==> src/rtl/icache_axi_rd.sv <==
// icache line refill over one AXI4 read burst; assembles beats into a line.
// Define ICACHE_AXI_WRAP_EN for critical-word-first (WRAP) refill.
module icache_axi_rd #(
   parameter int LINE_WORDS = 8,
   parameter int ADDR_W     = 32,
   parameter int DATA_W     = 32,
   parameter int AXI_ID     = 0
) (
   input  logic                         clk,
   input  logic                         rst_n,
   input  logic                         icache_rreq_i,
   input  logic [ADDR_W-1:0]            icache_raddr_i,
   output logic                         rend_o,
   output logic [LINE_WORDS*DATA_W-1:0] cacheline_rdata_o,
   output logic [3:0]                   arid,
   output logic [ADDR_W-1:0]            araddr,
   output logic [7:0]                   arlen,
   output logic [2:0]                   arsize,
   output logic [1:0]                   arburst,
   output logic                         arvalid,
   input  logic                         arready,
   input  logic [3:0]                   rid,
   input  logic [DATA_W-1:0]            rdata,
   input  logic [1:0]                   rresp,
   input  logic                         rlast,
   input  logic                         rvalid,
   output logic                         rready
);

   localparam int OFF   = $clog2(LINE_WORDS * 4);
   localparam int IDX_W = $clog2(LINE_WORDS);
   localparam logic [IDX_W-1:0] LAST = IDX_W'(LINE_WORDS - 1);

   typedef enum logic [1:0] {
      IDLE,
      AR,
      R,
      DONE
   } state_t;

   state_t            state;
   logic [IDX_W-1:0]  cnt;
   logic [IDX_W-1:0]  start_word;
   logic [IDX_W-1:0]  first_word;
   logic [IDX_W-1:0]  idx;
   logic [ADDR_W-1:0] req_addr;
   logic [1:0]        burst;
   logic              unused_ok;

`ifdef ICACHE_AXI_WRAP_EN
   assign req_addr   = {icache_raddr_i[ADDR_W-1:2], 2'b00};
   assign first_word = icache_raddr_i[OFF-1:2];
   assign burst      = 2'b10;
`else
   assign req_addr   = {icache_raddr_i[ADDR_W-1:OFF], {OFF{1'b0}}};
   assign first_word = '0;
   assign burst      = 2'b01;
`endif

   assign arid      = 4'(AXI_ID);
   assign arlen     = 8'(LINE_WORDS - 1);
   assign arsize    = 3'b010;
   assign arburst   = burst;
   assign idx       = start_word + cnt;
   assign unused_ok = ^{rid, rresp, icache_raddr_i[OFF-1:0]};

   always_ff @(posedge clk or negedge rst_n) begin
      if (!rst_n) begin
         state             <= IDLE;
         araddr            <= '0;
         arvalid           <= 1'b0;
         rready            <= 1'b0;
         rend_o            <= 1'b0;
         cnt               <= '0;
         start_word        <= '0;
         cacheline_rdata_o <= '0;
      end else begin
         rend_o <= 1'b0;
         unique case (state)
            IDLE: begin
               if (icache_rreq_i) begin
                  araddr     <= req_addr;
                  start_word <= first_word;
                  cnt        <= '0;
                  arvalid    <= 1'b1;
                  state      <= AR;
               end
            end
            AR: begin
               if (arready) begin
                  arvalid <= 1'b0;
                  rready  <= 1'b1;
                  state   <= R;
               end
            end
            R: begin
               if (rvalid) begin
                  cacheline_rdata_o[idx*DATA_W +: DATA_W] <= rdata;
                  cnt <= cnt + 1'b1;
                  // early rlast ends the line; unfilled slots stay stale
                  if (cnt == LAST || rlast) begin
                     rready <= 1'b0;
                     rend_o <= 1'b1;
                     state  <= DONE;
                  end
               end
            end
            DONE: begin
               state <= IDLE;
            end
            default: begin
               state <= IDLE;
            end
         endcase
      end
   end

endmodule

==> config.mk <==
export PLATFORM = sky130hd
export DESIGN_NAME = icache_axi_rd
export DESIGN_NICKNAME = d
export VERILOG_FILES = /design/src/rtl/icache_axi_rd.sv
export SDC_FILE = /design/constraint.sdc
export NUM_CORES = 1
export LEC_CHECK = 0
export BUFFER_PORTS_ARGS = -buffer_cell sky130_fd_sc_hd__buf_4
export CAP_MARGIN = 20
export CORE_MARGIN = 5
export CORE_UTILIZATION = 55
export CTS_BUF_LIST = sky130_fd_sc_hd__clkbuf_16
export DETAILED_ROUTE_END_ITERATION = 10
export PLACE_DENSITY = 0.93
export SYNTH_ARGS = -nofsm -noshare
export SYNTH_HDL_FRONTEND = slang
export SYNTH_SLANG_ARGS = --single-unit
==> constraint.sdc <==
create_clock -name clk -period 6.4 [get_ports clk]
set_input_delay 1.28 -clock clk [delete_from_list [all_inputs] [get_ports clk]]
set_output_delay 1.28 -clock clk [all_outputs]
set_load 0.02 [all_outputs]
==> metrics.csv <==
stage,metric,value,unit
die,io pins,384,
power,total power draw,0.00612,W
setup_path,cell occurring most often along the worst timing path,sky130_fd_sc_hd__ha_1,
power,Clock Power Share,28.3,%
sta,setup repair after global routing missed its margin,false,
logic_synthesis,cells taking the most area after synthesis,"sky130_fd_sc_hd__dfrtp_1 60%, sky130_fd_sc_hd__mux2_2 23%, sky130_fd_sc_hd__and2_1 4.9%",
setup_path,Register-to-Register Path Depth,7,
worst_hold_path,worst hold path type,reg -> reg,
sta,minimum clock period,3.84,ns
logic_synthesis,synthesized instance count,868,
place,Port-buffer cells,350,
setup_path,Slowest Stage Delay on Critical Path,0.89,ns
final_layout,post-layout utilization of the core,73.7,%
setup_path,"critical path fanouts, max",22,
grt,number of global-route vias before repair,9424,
power,Max VDD drop,395,uV
grt,fraction of met1 tracks used by global routing,30.7,%
die,Total Die Area,0.0252,mm^2
clocking,register clock-pin slew on the reported worst setup and hold paths,0.06,ns
logic_synthesis,share of synthesized flip-flops with an asynchronous set or reset,100,%
final_layout,count of antenna diodes in the layout,0,
worst_hold_path,hold path depth,1,
setup_path,register-to-register path setup slack,2.56,ns
grt,global routing usage summed across all routing layers,26.7,%
logic_synthesis,synth warn,0,
setup_path,"Critical Path, Cell by Cell",inv_1 > ha_1 > ha_1 > o31ai_2 > nor4_4 > buf_4 > mux2i_1,
logic_synthesis,fraction of the mapped netlist area in compound gates,0.884,%
clocking,clock latency on the worst-skew pair,0.55,ns
grt,grt met3 use,8.27,%
sta,setup-violating endpoint count in the final report,0,
logic_synthesis,top cell type by total area after synthesis,sky130_fd_sc_hd__dfrtp_1,
logic_synthesis,combinational family with the most area after synthesis,multiplexers,
logic_synthesis,sequential element share of the synthesized area,59.8,%
clocking,TritonCTS clock tree,done,
drt,ratio of routed vias to standard cells,5.41,
logic_synthesis,XOR/XNOR share of the synthesized area,0,%
sta,actual slew at the worst max-slew pin,1.10,ns
clocking,Post-CTS Resized,0,
drt,number of iterations in the first detailed-routing pass,4,
die,initial standard-cell utilization of the core,55.8,%
setup_path,critical path type,reg -> reg,
power,part of the total power dissipated in sequential elements,39.4,%
final_layout,P&R area growth vs syn,32.0,%
die,height of the chip,159,um
logic_synthesis,area share of the largest cell type after synthesis,59.8,%
logic_synthesis,most used flip-flop cell after synthesis,sky130_fd_sc_hd__dfrtp_1,
final_layout,share of final-layout standard cells stronger than drive strength 1,53.2,%
sta,Final Slew Violations,0,
grt,met2 routing resource usage after global routing,47.1,%
logic_synthesis,mean instance size in the synthesized netlist,14.0,um^2
drt,Total Routed Length,34.6,mm
sta,share of the clock period used by the worst path,60.0,%
logic_synthesis,cell types with the highest counts after synthesis,"291 x sky130_fd_sc_hd__dfrtp_1, 244 x sky130_fd_sc_hd__mux2_2, 96 x sky130_fd_sc_hd__and2_1",
drt,post-detailed-route wirelength per cell,22.7,um
grt,layer with the highest usage,met2,
final_layout,post-route non-filler standard cell count,1524,
place,HPWL reported at the end of detailed placement,23.8,mm
place,placer congestion estimate,0.760,
clocking,root buf cell,sky130_fd_sc_hd__clkbuf_16,
clocking,total clock sinks,291,
power,power density of the placed cells,380,mW/mm^2
grt,first-pass GRT wire length,54.3,mm
logic_synthesis,simple-gate portion of the synthesized area,7.75,%
setup_path,element type at the critical path start,register,
final_layout,Final #Nets,1307,
sta,Achievable Freq,260,MHz
logic_synthesis,number of distinct library cell variants in the gate-level netlist after synthesis,34,
flow_run,number of violations of the max-capacitance limit,0,
drt,routed vias,8251,
power,internal portion of total power,0.00406,W
place,number of placed instances with taps included,1468,
drt,remaining antenna violation count after routing,0,
sta,relative max-transition margin,26.6,%
die,die boundary width,159,um
clocking,number of buffers inserted by hold repair at cts,0,
logic_synthesis,netlist area before placement,0.0122,mm^2
drt,DRC,0,
sta,final sum of negative setup slack,0,ns
die,number of rows in the core area,54,
sta,final worst clock skew,0.0185,ns
setup_path,highest-delay cell along the critical path,sky130_fd_sc_hd__nor4_4,
status,status,completed,
setup_path,endpoint type of the worst setup path,register,
logic_synthesis,Seq cells post-synth,291,
grt,total grt overflow,0,
power,Comb power frac,32.3,%
power,fraction of power spent switching nets,33.6,%
die,core area,0.0218,mm^2
clocking,TritonCTS buffer count,30,
logic_synthesis,mux contribution to synthesized area,26.1,%
power,Leak Pwr,8.37,nW
logic_synthesis,adder-cell share of the synthesized area,1.03,%
setup_path,data arrival at the endpoint of the critical path,4.28,ns
setup_path,Worst EP required,6.84,ns
drt,violation count after the first detailed-route iteration,378,
sta,number of failing hold endpoints at the final stage,0,
clocking,maximum level of the CTS H-tree,1,
logic_synthesis,most used standard cell by instance count after synthesis,sky130_fd_sc_hd__dfrtp_1,
clocking,maximum buffer depth of the clock tree,3,
clocking,post-CTS repair timing setup buffer count,0,
power,reported net switching power,0.00205,W
logic_synthesis,number of synthesized flops with an enable pin,0,
grt,largest net degree at the start of global routing,148,
grt,initial antenna violation count,0,
sta,Hold Worst Slack,0.501,ns
-- power by group through the flow --
stage	combinational (W)	sequential [W]	clock (W)
2_1_floorplan	0.000697	0.00279	0
3_3_place_gp	0.00189	0.00240	0
3_5_place_dp	0.00197	0.00243	0
4_1_cts	0.00199	0.00241	0.00176
5_1_grt	0.00211	0.00245	0.00185
6_report	0.00198	0.00241	0.00173
-- sequential cells by signal, indices dropped and copies added (netlist names) --
| name | cells |
|---|---|
| araddr | 27 |
| arvalid | 1 |
| cacheline_rdata_o | 256 |
| cnt | 3 |
| rend_o | 1 |
| rready | 1 |
| state | 2 |
-- metrics by stage --
step / area, um^2 / setup slack, ns
floorplan: 12300 / 3.71
global placement: 15000 / 2.76
detailed placement: 15100 / 2.56
CTS: 16100 / 2.51
global route: 16100 / 2.35
finish: 16100 / 2.56
-- area by class of cell --
class	count	area, um^2
Sequential cell	291	7280
Fill cell	1324	5740
Multi-Input combinational cell	492	4500
Timing Repair Buffer	365	2810
Clock buffer	31	776
Tap cell	280	350
Clock inverter	24	208
Inverter	41	154
-- cell families after synthesis --
kind of cell             after synthesis
multiplexers                         286
adder cells (fa/ha/maj)               10
other                                  2
AO/OA/AOI/OAI                         15
AND/OR/NAND/NOR                      159
flip-flops                           291
buffers and inverters                105
-- routing by layer --
metal / part of all wire, % / up-vias
li1: - / 3599
met1: 37 / 4218
met2: 52 / 348
met3: 8.3 / 86
met4: 3.6 / 0
met5: 0 / -
-- placed cells by master, fill, tap and decap left out, types with 2 or more instances in the layout --
master	n
sky130_fd_sc_hd__ha_1	10
sky130_fd_sc_hd__buf_16	2
sky130_fd_sc_hd__mux2i_1	34
sky130_fd_sc_hd__inv_1	47
sky130_fd_sc_hd__buf_12	2
sky130_fd_sc_hd__and2_1	96
sky130_fd_sc_hd__nor2_4	3
sky130_fd_sc_hd__bufinv_16	4
sky130_fd_sc_hd__nor2b_1	3
sky130_fd_sc_hd__conb_1	22
sky130_fd_sc_hd__nand2_1	37
sky130_fd_sc_hd__nor3b_2	2
sky130_fd_sc_hd__clkinv_2	3
sky130_fd_sc_hd__nand3_1	3
sky130_fd_sc_hd__buf_4	360
sky130_fd_sc_hd__o21ai_0	6
sky130_fd_sc_hd__clkbuf_16	31
sky130_fd_sc_hd__nor2_1	3
sky130_fd_sc_hd__dfrtp_1	291
sky130_fd_sc_hd__mux2_1	8
sky130_fd_sc_hd__clkinv_1	9
sky130_fd_sc_hd__mux2_2	244
sky130_fd_sc_hd__o22a_1	2
sky130_fd_sc_hd__nor4_4	2
sky130_fd_sc_hd__nor3_4	3
-- final timing paths --
kind                                             start                     end
worst max-delay path                            cnt[0]  cacheline_rdata_o[133]
worst min-delay path            cacheline_rdata_o[217]  cacheline_rdata_o[217]
worst max register to register                  cnt[0]  cacheline_rdata_o[133]
worst min register to register  cacheline_rdata_o[217]  cacheline_rdata_o[217]
max in group asynchronous                        rst_n  cacheline_rdata_o[230]
min in group asynchronous                        rst_n    cacheline_rdata_o[5]
-- critical path: cells and delay by family, from the launching register on --
| family | cells | cell delay [ns] |
|---|---|---|
| fa+ha+maj | 2 | 0.82 |
| simple gates | 1 | 0.89 |
| compound gates | 1 | 0.28 |
| mux | 1 | 0.31 |
| flops | 1 | 0.71 |
| buf+inv | 2 | 0.70 |
Power figures use the tool's default switching activity.
